$ cat src/rtl/regfile_mp_sb_if.sv
// Bus interface for regfile_mp_sb: read ports, write-back port, issue (busy-set) port and
// the init_done status. The master side is the decode/issue logic, the slave side the file.
interface regfile_mp_sb_if #(
   parameter int XLEN = 32,
   parameter int NRD  = 2,
   parameter int AW   = 5
);
   logic [NRD*AW-1:0]   rd_addr;
   logic [NRD*XLEN-1:0] rd_data;
   logic [NRD-1:0]      rd_busy;
   logic                wr_en;
   logic [AW-1:0]       wr_addr;
   logic [XLEN-1:0]     wr_data;
   logic                set_en;
   logic [AW-1:0]       set_addr;
   logic                init_done;

   modport master (
      output rd_addr, wr_en, wr_addr, wr_data, set_en, set_addr,
      input  rd_data, rd_busy, init_done
   );

   modport slave (
      input  rd_addr, wr_en, wr_addr, wr_data, set_en, set_addr,
      output rd_data, rd_busy, init_done
   );
endinterface

$ cat src/rtl/regfile_mp_sb.sv
// Multi-read-port integer register file with a per-register busy scoreboard.
// After reset a clear sequencer zeroes one register per cycle (INIT), then the file
// runs until the next reset (RUN). Register 0 always reads zero and is never busy.
// Optional build macro: REGFILE_BYPASS_EN forwards the write-back value to matching
// read ports in the same cycle.
module regfile_mp_sb #(
   parameter int XLEN = 32,
   parameter int NREG = 32,
   parameter int NRD  = 2,
   parameter int AW   = 5
) (
   input logic               clk,
   input logic               rst_n,
   regfile_mp_sb_if.slave    bus
);

   typedef enum logic {S_INIT, S_RUN} state_e;

   state_e          state_q, state_d;
   logic [AW-1:0]   clr_cnt_q, clr_cnt_d;
   logic            init_done_q, init_done_d;
   logic [NREG-1:0] busy_q, busy_d;
   logic [XLEN-1:0] regs [NREG];

   logic            run;
   logic            wr_ok;
   logic            set_ok;
   logic [AW-1:0]   ra;

   // An address is architectural and writable when nonzero and inside the file.
   function automatic logic addr_ok(input logic [AW-1:0] a);
      return (a != '0) && (int'(a) < NREG);
   endfunction

   assign run            = (state_q == S_RUN);
   assign wr_ok          = run && bus.wr_en  && addr_ok(bus.wr_addr);
   assign set_ok         = run && bus.set_en && addr_ok(bus.set_addr);
   assign bus.init_done  = init_done_q;

   // Clear sequencer next state: walk every index once, then park in RUN.
   always_comb begin
      // NOTE: every combinational output gets a default first so no path infers a latch.
      state_d     = state_q;
      clr_cnt_d   = clr_cnt_q;
      init_done_d = init_done_q;
      if (state_q == S_INIT) begin
         clr_cnt_d = clr_cnt_q + AW'(1);
         if (int'(clr_cnt_q) == NREG - 1) begin
            state_d     = S_RUN;
            init_done_d = 1'b1;
         end
      end
   end

   // Scoreboard next state: retiring write clears, issue sets; set is applied last so it wins.
   always_comb begin
      busy_d = busy_q;
      if (wr_ok)  busy_d[bus.wr_addr]  = 1'b0;
      if (set_ok) busy_d[bus.set_addr] = 1'b1;
   end

   // Control state: FSM, clear counter, init_done and busy bits, synchronous active-low reset.
   always_ff @(posedge clk) begin
      // NOTE: sequential state uses non-blocking assignments so all flops update together.
      if (!rst_n) begin
         state_q     <= S_INIT;
         clr_cnt_q   <= '0;
         init_done_q <= 1'b0;
         busy_q      <= '0;
      end else begin
         state_q     <= state_d;
         clr_cnt_q   <= clr_cnt_d;
         init_done_q <= init_done_d;
         busy_q      <= busy_d;
      end
   end

   // Register array: zeroed by the sequencer during INIT, written by write-back in RUN.
   always_ff @(posedge clk) begin
      // NOTE: the array has no reset branch; the clear sequencer zeroes it so it maps to plain RAM.
      if (rst_n) begin
         if (state_q == S_INIT) begin
            regs[clr_cnt_q] <= '0;
         end else if (wr_ok) begin
            regs[bus.wr_addr] <= bus.wr_data;
         end
      end
   end

   // Combinational read ports with optional same-cycle write-back forwarding.
   always_comb begin
      bus.rd_data = '0;
      bus.rd_busy = '0;
      ra          = '0;
      for (int i = 0; i < NRD; i++) begin
         ra = bus.rd_addr[i*AW +: AW];
         if (run && addr_ok(ra)) begin
            bus.rd_data[i*XLEN +: XLEN] = regs[ra];
            bus.rd_busy[i]              = busy_q[ra];
`ifdef REGFILE_BYPASS_EN
            if (wr_ok && (bus.wr_addr == ra)) begin
               bus.rd_data[i*XLEN +: XLEN] = bus.wr_data;
               bus.rd_busy[i]              = set_ok && (bus.set_addr == ra);
            end
`else
`endif
         end
      end
   end

endmodule

$ cat src/flat_wrapper.sv
// flat-port wrapper written by rule: the top's interface ports become plain ports
module regfile_mp_sb_flat 
#(
   parameter int XLEN = 32,
   parameter int NREG = 32,
   parameter int NRD  = 2,
   parameter int AW   = 5
)
  (clk, rst_n, bus_rd_addr, bus_wr_en, bus_wr_addr, bus_wr_data, bus_set_en, bus_set_addr, bus_rd_data, bus_rd_busy, bus_init_done);
  regfile_mp_sb_if #(.XLEN(XLEN), .NRD(NRD), .AW(AW)) bus_i ();
  input logic clk;
  input logic rst_n;
  input wire logic [$bits(bus_i.rd_addr)-1:0] bus_rd_addr;
  input wire logic [$bits(bus_i.wr_en)-1:0] bus_wr_en;
  input wire logic [$bits(bus_i.wr_addr)-1:0] bus_wr_addr;
  input wire logic [$bits(bus_i.wr_data)-1:0] bus_wr_data;
  input wire logic [$bits(bus_i.set_en)-1:0] bus_set_en;
  input wire logic [$bits(bus_i.set_addr)-1:0] bus_set_addr;
  output wire logic [$bits(bus_i.rd_data)-1:0] bus_rd_data;
  output wire logic [$bits(bus_i.rd_busy)-1:0] bus_rd_busy;
  output wire logic [$bits(bus_i.init_done)-1:0] bus_init_done;
  assign bus_i.rd_addr = bus_rd_addr;
  assign bus_i.wr_en = bus_wr_en;
  assign bus_i.wr_addr = bus_wr_addr;
  assign bus_i.wr_data = bus_wr_data;
  assign bus_i.set_en = bus_set_en;
  assign bus_i.set_addr = bus_set_addr;
  assign bus_rd_data = bus_i.rd_data;
  assign bus_rd_busy = bus_i.rd_busy;
  assign bus_init_done = bus_i.init_done;
  regfile_mp_sb #(.XLEN(XLEN), .NREG(NREG), .NRD(NRD), .AW(AW)) u_core (.clk(clk), .rst_n(rst_n), .bus(bus_i));
endmodule
$ cat config.mk
export PLATFORM = sky130hd
export DESIGN_NAME = regfile_mp_sb_flat
export DESIGN_NICKNAME = d
export VERILOG_FILES = /design/src/rtl/regfile_mp_sb_if.sv /design/src/rtl/regfile_mp_sb.sv /design/src/flat_wrapper.sv
export SDC_FILE = /design/constraint.sdc
export NUM_CORES = 1
export LEC_CHECK = 0
export ABC_AREA = 0
export CORE_MARGIN = 1.5
export CORE_UTILIZATION = 60
export DETAILED_ROUTE_END_ITERATION = 10
export HOLD_SLACK_MARGIN = 0.15
export PLACE_DENSITY = 0.8
export SLEW_MARGIN = 25
export SYNTH_ARGS = -nofsm -noshare
export SYNTH_HDL_FRONTEND = slang
export SYNTH_SLANG_ARGS = --single-unit
$ cat constraint.sdc
create_clock -name clk -period 7.8 [get_ports clk]
set_input_delay 1.95 -clock clk [delete_from_list [all_inputs] [get_ports clk]]
set_output_delay 1.95 -clock clk [all_outputs]
set_load 0.02 [all_outputs]
==> metrics <==
wire per inst 36.6 µm; worst slew pin tran 1100 ps; Setup Crit Path Kind input port to output pin; core area 82200 µm²; post-detail-place hpwl 86.3 mm; hold path start u_core.bus.init_done; vias in the first global route 31200; vias 30400; top cell family by delay on the critical path simple AND/OR/NAND/NOR gates; TritonRoute pass-1 iters 6; CTS tree yes; IO Pins 123; Global Route Usage Sum 34.6%; RSZ-0062 raised after global routing false; R2R Path End u_core.regs[26][5]; yosys warns 0; cts hold-fix bufs 0; Seq cells post-synth 1063; CTS resizes 0; antenna-violating nets left 0; Finished Layout Cells 3983; P_leak 0.0173 µW; Die X-Extent 292 µm; worst reg2reg path depth 5; Sequential Power Share 51.1%; most numerous cell in the Yosys netlist edfxtp_1; DRC viols 0; crit-path cells buf_8 > nor3_1 > or4b_2 > o22a_1 > o221ai_1 > clkdlybuf4s50_1; Cells after Synth 2694; I/O Buffers 122; Synth Flop Type edfxtp_1; Post-Syn Area 50000 µm²; Final Cycle Share 89.4%; Psw 2580 µW; share of the synthesized area in the top cell type 61.5%; Max-Slew Margin vs Limit 26.8%; top post-synthesis cells by area edfxtp_1, mux4_2, mux2i_1; Sinks on Clock Net 1063; Crit path arrival time 5030 ps; CP peak stage delay 1100 ps; Post-Route Setup TNS 0 ps; post-synthesis cell type count 55; Worst setup EP type output pin; die area 85100 µm²; maximum clock path buffer count 3; Setup violations, final 0; WP depth 6; R2R setup slack 4380 ps; antenna violations before repair 5; Crit-path slowest cell or4b_2; Critical R2R Launch u_core.run; wire length of the first global-routing pass 212 mm; # rows 105; number of synthesized flops with an enable pin 1024; Final Skew 15.7 ps; Post-CTS Setup Bufs 0; CP bufs+invs 2; hold crit path type register to register; CTS clk-pin slew, worst paths 60 ps; share of layout cells above drive strength 1 30.0%; Placed Cells 3786; Hold Path Sink u_core.bus.init_done; Worst EP required 5850 ps; Sw Share 21.2%; Final nets 2881; Layout area overhead 13.0%; Max Cap Violations 0; Vias/cell 7.64; commonest cells in the netlist edfxtp_1, mux4_2, mux2i_1, buf_2, nand2_1; total grt overflow 0; sequential-to-total area share from yosys stat 63.0%; Num CTS Buffers 103; Max VDD drop 0.282 mV; Chip Height 292 µm; largest net degree at the start of global routing 132; fmax 143 MHz; Clock Latency Late Sink 680 ps; Worst Hold Depth 1; placed cell area 52800 µm²; overall routed net length 146 mm; Internal 9590 µW; H-tree depth 3; CP max FO 44; power per cell area 215 nW/µm²; syn nets 2752; area leader, netlist edfxtp_1; Pwr Total 12200 µW; logic gate share of total power 5.3%; routability cong. 0.886; status completed; CTS root buffer clkbuf_16; Initial Util 60.8%; share of flip-flops with an asynchronous set or reset 0%; clock network power share 43.6%; final instance area 56500 µm²; Slew Viols, Final 0; Syn Area/Cell 18.6 µm²; Final min period 6980 ps; Startpoint Class input port; initial DRC count 4444; Hold Violations, Final 0
[kinds of logic after synthesis]
| kind of cell | synth area share [%] |
|---|---|
| adder cells (fa/ha/maj) | 0.0500 |
| multiplexers | 27.4 |
| AND/OR/NAND/NOR | 3.33 |
| buffers and inverters | 1.87 |
| flip-flops | 63.0 |
| AO/OA/AOI/OAI | 4.31 |
| XOR/XNOR | 0.0350 |
[sequential cells by signal, summed over array words and instances (netlist names)]
register              flops
u_core.regs            1024
u_core.busy_q            32
u_core.bus.init_done      1
u_core.run                1
u_core.clr_cnt_q          5
[power by group through the flow]
stage | registers [µW] | clock network, µW | logic, µW
global placement | 6330 | 0 | 622
floorplan | 6330 | 0 | 426
global route | 6220 | 5540 | 665
CTS | 6220 | 5320 | 637
finish | 6220 | 5310 | 644
detailed placement | 6340 | 0 | 632
[how the worst max path moves through the flow]
| stage | start | endpoint |
|---|---|---|
| after floorplan | bus_wr_addr[1] | u_core.regs[22][0] |
| after global placement | bus_rd_addr[5] | bus_rd_data[48] |
| after detailed placement | bus_rd_addr[5] | bus_rd_data[42] |
| after CTS | bus_rd_addr[5] | bus_rd_data[42] |
| after global routing | bus_rd_addr[5] | bus_rd_data[60] |
| final | bus_rd_addr[5] | bus_rd_data[42] |
[routing by layer]
metal	wire (µm)	global-route usage [%]	vias to the layer above	part of all wire (%)
li1	-	-	11700	-
met1	48300	44.7	15600	33
met2	70300	55.3	2616	48
met3	17900	7.60	533	12
met4	9300	19.2	2	6.4
met5	13	0	-	0.0089
[metrics by stage]
step	util, %	setup slack [ps]	hold WS (ps)
after floorplan	-	1800	443
after global placement	64.3	892	459
after detailed placement	64.3	826	461
after CTS	68.6	816	488
after global routing	68.7	708	507
final	68.7	823	486
[cells in the final DEF (no fill, tap or decap), drive strengths merged, types with 20 or more instances in the layout]
master / instances
buf: 120
a21oi: 22
nand2: 86
o21ai: 33
dfxtp: 39
o221ai: 33
nand3: 46
or2: 20
a21boi: 31
and2: 42
o22a: 26
nor3: 43
a31oi: 24
edfxtp: 1024
nor2b: 33
a22oi: 58
a211o: 24
clkdlybuf4s50: 114
clkbuf: 117
clkinv: 40
o22ai: 33
mux2i: 310
mux2: 42
mux4: 448
[layout make-up]
| cell class | instances | area [µm²] |
|---|---|---|
| Sequential cell | 1063 | 31500 |
| Clock inverter | 74 | 863 |
| Antenna cell | 4 | 10.0 |
| Fill cell | 4953 | 25700 |
| Timing Repair Buffer | 234 | 2250 |
| Inverter | 1 | 3.75 |
| Clock buffer | 117 | 2750 |
| Tap cell | 1070 | 1340 |
| Multi-Input combinational cell | 1420 | 17800 |
Note: power is estimated with default switching activity, not from simulation.
